File: src/rtl/valrdy_pkg.sv
// Shared types for the val/rdy queue library front ends.
package valrdy_pkg;

  typedef enum logic {
    S_EMPTY = 1'b0,
    S_FULL  = 1'b1
  } deser_state_t;

endpackage

File: src/rtl/deserializer_valrdy_bit_counter.sv
// Bit-position counter 0..MAX; wraps to 0 on an increment at MAX, load sets it to 1.
module bit_counter #(
  parameter int CNT_W = 5,
  parameter int MAX   = 31
) (
  input  logic             clk,
  input  logic             rst_n,
  input  logic             inc,
  input  logic             load1,
  input  logic             clr,
  output logic [CNT_W-1:0] count,
  output logic             at_max
);

  assign at_max = (count == CNT_W'(MAX));

  always_ff @(posedge clk) begin
    if (!rst_n || clr) begin
      count <= '0;
    end else if (load1) begin
      count <= CNT_W'(1);
    end else if (inc) begin
      count <= at_max ? '0 : count + CNT_W'(1);
    end
  end

endmodule

File: src/rtl/deserializer_valrdy.sv
// Serial-to-parallel front end: frames BITWIDTH bits MSB first into a word and
// presents it on a val/rdy port through a single output register.
module deserializer_valrdy
  import valrdy_pkg::*;
#(
  parameter int BITWIDTH = 32
) (
  input  logic                CLK,
  input  logic                RESET_N,
  input  logic                SER_VAL,
  output logic                SER_RDY,
  input  logic                SER_BIT,
  input  logic                FRAME_START,
  output logic                OUT_VAL,
  input  logic                OUT_RDY,
  output logic [BITWIDTH-1:0] OUT_DATA,
  output logic                SYNC_ERR
);

  localparam int CNT_W = $clog2(BITWIDTH);

  deser_state_t          state, state_next;
  logic [BITWIDTH-1:0]   sreg;
  logic [CNT_W-1:0]      count;
  logic                  at_last;
  logic                  accept;
  logic                  consume;
  logic                  complete;

  // Handshakes: a bit moves when SER_VAL & SER_RDY, a word moves when
  // OUT_VAL & OUT_RDY. SER_RDY only drops when the last bit of a word would
  // land on a full, stalled output register.
  assign SER_RDY  = ~(at_last & OUT_VAL & ~OUT_RDY);
  assign accept   = SER_VAL & SER_RDY;
  assign consume  = OUT_VAL & OUT_RDY;
  assign complete = accept & ~FRAME_START & at_last;

  bit_counter #(
    .CNT_W (CNT_W),
    .MAX   (BITWIDTH - 1)
  ) u_bit_counter (
    .clk   (CLK),
    .rst_n (RESET_N),
    .inc   (accept & ~FRAME_START),
    .load1 (accept & FRAME_START),
    .clr   (1'b0),
    .count (count),
    .at_max(at_last)
  );

  always_ff @(posedge CLK) begin
    if (!RESET_N) begin
      sreg <= '0;
    end else if (accept) begin
      sreg <= {sreg[BITWIDTH-2:0], SER_BIT};
    end
  end

  always_ff @(posedge CLK) begin
    if (!RESET_N) begin
      OUT_DATA <= '0;
    end else if (complete) begin
      OUT_DATA <= {sreg[BITWIDTH-2:0], SER_BIT};
    end
  end

  // A resync lands mid-word whenever the counter has already moved off zero.
  always_ff @(posedge CLK) begin
    if (!RESET_N) begin
      SYNC_ERR <= 1'b0;
    end else if (accept && FRAME_START && (count != '0)) begin
      SYNC_ERR <= 1'b1;
    end
  end

  always_ff @(posedge CLK) begin
    if (!RESET_N) begin
      state <= S_EMPTY;
    end else begin
      state <= state_next;
    end
  end

  always_comb begin
    state_next = state;
    case (state)
      S_EMPTY: if (complete)              state_next = S_FULL;
      S_FULL:  if (consume && !complete)  state_next = S_EMPTY;
      default:                            state_next = S_EMPTY;
    endcase
  end

  always_comb begin
    OUT_VAL = (state == S_FULL);
  end

endmodule
File: config.mk
export PLATFORM = sky130hd
export DESIGN_NAME = deserializer_valrdy
export DESIGN_NICKNAME = d
export VERILOG_FILES = /design/src/rtl/valrdy_pkg.sv /design/src/rtl/deserializer_valrdy_bit_counter.sv /design/src/rtl/deserializer_valrdy.sv
export SDC_FILE = /design/constraint.sdc
export NUM_CORES = 1
export LEC_CHECK = 0
export ABC_AREA = 1
export CAP_MARGIN = 20
export CORE_ASPECT_RATIO = 1.25
export CORE_MARGIN = 5
export CORE_UTILIZATION = 55
export CTS_CLUSTER_SIZE = 10
export DETAILED_ROUTE_END_ITERATION = 16
export DONT_BUFFER_PORTS = 1
export GPL_TIMING_DRIVEN = 0
export MAX_ROUTING_LAYER = met4
export PLACE_DENSITY_LB_ADDON = 0.08
export SYNTH_ARGS = -nofsm -noshare
export SYNTH_HDL_FRONTEND = slang
export SYNTH_SLANG_ARGS = --single-unit
File: constraint.sdc
create_clock -name CLK -period 3.8 [get_ports CLK]
set_input_delay 0.95 -clock CLK [delete_from_list [all_inputs] [get_ports CLK]]
set_output_delay 0.95 -clock CLK [all_outputs]
set_load 0.02 [all_outputs]
==> results of run 1 <==
how the worst max path moves through the flow:
stage	startpoint	to
3_3_place_gp	OUT_RDY	SER_RDY
6_report	u_bit_counter.count[1]	SER_RDY
3_5_place_dp	u_bit_counter.count[1]	SER_RDY
2_1_floorplan	OUT_RDY	SER_RDY
5_1_grt	u_bit_counter.count[1]	SER_RDY
4_1_cts	u_bit_counter.count[1]	SER_RDY
power by group through the flow:
stage / Clock (uW) / Combinational [uW] / Sequential (uW)
6_report: 596 / 62.2 / 773
5_1_grt: 648 / 72.3 / 775
4_1_cts: 611 / 63.1 / 773
3_5_place_dp: 0 / 62.4 / 789
3_3_place_gp: 0 / 60.9 / 789
2_1_floorplan: 0 / 50.0 / 785
state kept, by name, summed over array words and instances (netlist names):
register / flops
OUT_VAL: 1
sreg: 31
OUT_DATA: 32
SYNC_ERR: 1
u_bit_counter.count: 5
stage by stage:
step / std cells / util [%] / power [uW] / hold WS (ns)
3_5_place_dp: 386 / 58.7 / 852 / 0.453
5_1_grt: 402 / 63.2 / 1500 / 0.476
3_3_place_gp: 386 / 58.7 / 850 / 0.449
6_report: 402 / 63.2 / 1430 / 0.456
2_1_floorplan: 328 / - / 835 / 0.432
4_1_cts: 402 / 63.2 / 1450 / 0.463
metal layers:
metal	global-route usage, %	up-vias	wire (um)	share of wire [%]
met2	28.5	35	2490	49
met1	20.8	946	2210	43
met5	-	-	0	0
li1	-	1074	-	-
met4	9.23	0	119	2.3
met3	7.15	11	305	5.9
area by class of cell:
class	count	area [um2]	area share [%]
Buffer	18	90.1	3.20
Clock buffer	12	155	5.51
Clock inverter	4	45.0	1.60
Inverter	9	33.8	1.20
Multi-Input combinational cell	231	1020	36.2
Sequential cell	70	1400	49.8
Tap cell	58	72.6	2.58
logic make-up (layout without fill, tap and decap cells):
logic type | after synthesis | in the layout | share of synthesized area, %
DFF | 70 | 70 | 55.1
buffers and inverters | 27 | 43 | 4.87
and+or+nand+nor | 158 | 158 | 24.8
adders and majority gates | 3 | 3 | 1.48
AOI/OAI and AO/OA | 70 | 70 | 13.8
synthesized netlist by cell type:
master / instances
a21oi_1: 39
buf_2: 9
buf_4: 3
clkbuf_1: 6
clkinv_1: 1
dfxtp_1: 70
ha_1: 3
inv_1: 6
inv_2: 2
nand2_1: 79
nand3_1: 4
nand3_2: 1
nand4_1: 1
nand4_4: 1
nor2_1: 70
nor2_2: 1
nor3b_1: 1
o21ai_0: 31
worst register-to-register path: stages (launching register included):
cell,delay (ns)
dfxtp_1,0.37
ha_1,0.19
nand2_1,0.07
nor2_1,0.10
ha_1,0.29
nand3_2,0.22
nand2_1,0.25
buf_2,0.24
o21ai_0,0.11
nor2_1,0.12
==> impl_results.md, run 1 <==
* Drt first pass iters at 4
* RSZ-0062 raised after global routing: no
* Hold Path End: u_bit_counter.count[0]
* Final Net Count at 348
* Crit path largest cell delay at between 0.3 and 0.4 ns
* R2R depth at 9
* Die Wd at 70.8 um
* Main area contributors after synthesis: dfxtp_1 55%, nand2_1 12%, nor2_1 10%
* CTS max path bufs at 2
* Largest fanout on the critical path at 4
* Setup crit start kind: flip-flop
* Worst hold stages at 1
* Initial antenna violation count at 0
* Core Box Area at 4460 um2
* Setup slack at placement at 1.63 ns
* Final hold vios at 0
* Die height at roughly 86 um
* Max-Cap Viols at 0
* Clk_lat worst skew at 0.34 ns
* Total Wirelength at between 5 and 6 mm
* Critical path's top delay family: adder cells
* Tightest Hold Check Type: flip-flop to flip-flop
* Root Driver: clkbuf_8
* Syn-to-layout area delta at 10.7%
* Hold wc startpoint: u_bit_counter.count[0]
* Worst setup EP type: output pin
* Synth unique cells at 18
* Worst Path Buf+Inv at 0
* Final-layout fill cell count at 431
* CTS tree: built
* Post-Synthesis Cell Area at around 2500 um2
* Total CTS buffers at 9
* Sw Ratio at 22.2%
* Vias in the first global route at between 1500 and 2000
* Setup TNS at 0 ns
* Tcrit/Tclk final at between 60 and 70%
* Final min period at 2.52 ns
* Worst Max-Slew Pin Slew at 0.472 ns
* DRC Markers at 0
* Yosys warns at 0
* Most frequent cells in the layout: 79 x nand2_1, 70 x dfxtp_1, 70 x nor2_1
* Via Count at about 2100
* Slowest cell on crit path: dfxtp_1
* First-pass GRT wire length at about 8.5 mm
* PortBufs at 0
* Die area at 6090 um2
* # rows at 27
* Worst Skew at roughly 0.0043 ns
* Kind of critical path: flip-flop to output pin
* GRT Total Usage at 18.5%
* Dpl hpwl at 3.49 mm
* VDD IR max at 0.299 mV
* Part of the power in registers at 54.0%
* Worst path arrival time at 1.57 ns
* Net Count, Synth at 337
* RR Endpoint: sreg[6]
* Mapped Cells at 328
* FF-to-FF setup slack at between 1.5 and 2 ns
* Initial core utilization at 57.0%
* Highest clock rate at 0.396 GHz
* Max-slew headroom at 68.5%
* ANT cells at 0
* Final instance area at around 2800 um2
* Most frequent CP cell: ha_1
* Run status: finished clean
* Setup Buffers After CTS at 0
* Commonest non-fill, non-tap cell in the layout: nand2_1
* Pwr Density at 508 nW/um2
* Post-synthesis sequential area ratio at 55.1%
* Routed len/inst at 12.8 um
* Cell leakage power at 0.00107 uW
* Share of cells above drive strength 1 at 9.30%
* Total number of clock tree sinks at 70
* Clock slew at reported path FFs at around 0.070 ns
* Net Switching at roughly 320 uW
* Fin worst setup slack at between 1 and 1.5 ns
* Number of gates resized after cts at 0
* Worst path cell trace: ha_1, nand2_1, nor2_1, ha_1, nand3_2
* Synth Register Bits at 70
* Largest net degree at the start of global routing at 12
* Placed Instance Area at 2620 um2
* Comb pwr share at 4.3%
* Gpl congestion at a little under 0.8
* Internal power at 1110 uW
* Max Slew Vio Count at 0
* Final setup fails at 0
* Clk pwr share at between 40% and 50%
* Htree depth at 3
* 1st-iter DRT viols at 104
* Worst Path Required at about 2.9 ns
* Synth top area share at about 55%
* Io pins at 41
* Levels on crit path at 5
* Mean Syn Cell Area at 7.76 um2
* Area leader, netlist: dfxtp_1
* ANT nets after route at 0
* Grt ovf at 0
* Via/cell ratio at between 5 and 6
* CTS Hold Bufs at 0
* Worst r2r src: u_bit_counter.count[1]
Note: power is estimated with default switching activity, not from simulation.
==> inputs of run 2 (changes only) <==
Clock period 3.8 ns to 2.2 ns, I/O delays scaled along.
==> impl_results.md, run 2 (synthesis results as in run 1) <==
* Worst hold stages at 2
* Highest clock rate at 0.492 GHz
* Drt first pass iters at 4
* First-pass GRT wire length at around 8.5 mm
* Worst Path Required at 1.65 ns
* Dpl hpwl at about 3.5 mm
* Tcrit/Tclk final at 92.3%
* Root Driver: clkbuf_8
* Final-layout fill cell count at 430
* PortBufs at 0
* Gpl congestion at 0.784
* Tightest Hold Check Type: primary input to flip-flop
* Commonest non-fill, non-tap cell in the layout: nand2_1
* RSZ-0062 raised after global routing: no
* Worst Max-Slew Pin Slew at roughly 0.47 ns
* R2R depth at 9
* Vias in the first global route at 1825
* Syn-to-layout area delta at 11.1%
* Grt ovf at 0
* GRT Total Usage at roughly 18%
* 1st-iter DRT viols at 91
* Max Slew Vio Count at 0
* Fin cells at 402
* Max-Cap Viols at 0
* Area of the multi-input gates at ~1000 um2
* Total number of clock tree sinks at 70
* Via/cell ratio at 5.15
* Die height at 86.0 um
* CTS tree: built
* Placed Instance Area at 2620 um2
* ANT cells at 0
* Final setup fails at 0
* Biggest register: OUT_DATA
* Via Count at a little over 2000
* Setup TNS at 0 ns
* DRC Markers at 0
* Final Net Count at 348
* Routed len/inst at roughly 13 um
* Total Wirelength at 5.13 mm
* Final Util at 63.4%
* # rows at 27
* DP Cell Count at 386
* Htree depth at 3
* VDD IR max at 0.516 mV
* Max FFs per register at 32
* Met2 Track Usage GR at 28.5%
* Clk_lat worst skew at ~0.34 ns
* Initial antenna violation count at 0
* Run status: finished clean
* Worst hold slack at 0.339 ns
* Final instance area at between 2000 and 3000 um2
* M1 GR Usage at 20.8%
* Reg area at 1400 um2
* Met3 Usage GRT at 7.15%
* Clock slew at reported path FFs at 0.07 ns
* Kind of critical path: flip-flop to output pin
* Total CTS buffers at 9
* CTS max path bufs at 2
* Worst Skew at 0.00447 ns
* Die Wd at 70.8 um
* Cell leakage power at 0.00106 uW
* Worst path arrival time at between 1 and 1.5 ns
* Largest fanout on the critical path at 4
* Setup crit start kind: flip-flop
* Grt peak-use layer: met2
* Largest regs: OUT_DATA (32), sreg (31), u_bit_counter.count (5)
* Max-slew headroom at approximately two thirds
* Core Box Area at 4460 um2
* Final hold vios at 0
* Share of cells above drive strength 1 at 9.59%
* Worst setup EP type: output pin
* Setup Buffers After CTS at 0
* Most frequent cells in the layout: 79 x nand2_1, 70 x dfxtp_1, 70 x nor2_1
* Io pins at 41
* CTS Hold Bufs at 0
* Largest net degree at the start of global routing at 12
* Final min period at 2.03 ns
* Die area at 6090 um2
* ANT nets after route at 0
* Pwr Density at 875 nW/um2
* Initial core utilization at 57.0%
==> run 2: through the flow <==
stage | worst slack [ns] | power [uW]
floorplan | 0.560 | 1440
global placement | 0.275 | 1470
detailed placement | 0.206 | 1470
CTS | 0.0460 | 2500
global route | 0.0136 | 2580
finish | 0.169 | 2470
==> run 2: layout make-up <==
| class | instances | share of cell area [%] |
|---|---|---|
| flip-flops and latches | 70 | 49.6 |
| clock inverters | 4 | 1.59 |
| clock buffers | 12 | 5.49 |
| well taps | 58 | 2.57 |
| inverters | 9 | 1.20 |
| plain buffers | 18 | 3.19 |
| multi-input cells | 231 | 36.4 |
==> run 2: timing repair <==
action,CTS,global route
endpoints found under the hold margin,0,0
setup endpoints to repair,0,14
resized for setup,0,2
==> run 2: path summary, 6_finish.rpt <==
path / from / endpoint / slack [ns]
hold / removal: RESET_N / sreg[0] / 0.34
hold reg to reg: u_bit_counter.count[0] / u_bit_counter.count[0] / 0.46
setup / recovery: u_bit_counter.count[1] / SER_RDY / 0.17
setup reg to reg: u_bit_counter.count[1] / sreg[6] / 0.32
==> run 2: where the power goes <==
group | switching, uW | internal [uW]
logic | 71.7 | 36.2
clock network | 451 | 580
registers | 28.3 | 1310
==> run 2: metal layers <==
| layer | vias to the layer above | routed length [um] |
|---|---|---|
| li1 | 1073 | - |
| met1 | 948 | 2220 |
| met2 | 39 | 2470 |
| met3 | 11 | 323 |
| met4 | 0 | 115 |
| met5 | - | 0 |
==> run 2: critical path, cell delays in order (launching register included) <==
cell and delay [ns]:
dfxtp_1 0.37, ha_1 0.19, nand2_1 0.07, nor2_1 0.11, ha_2 0.27, nand3_4 0.14
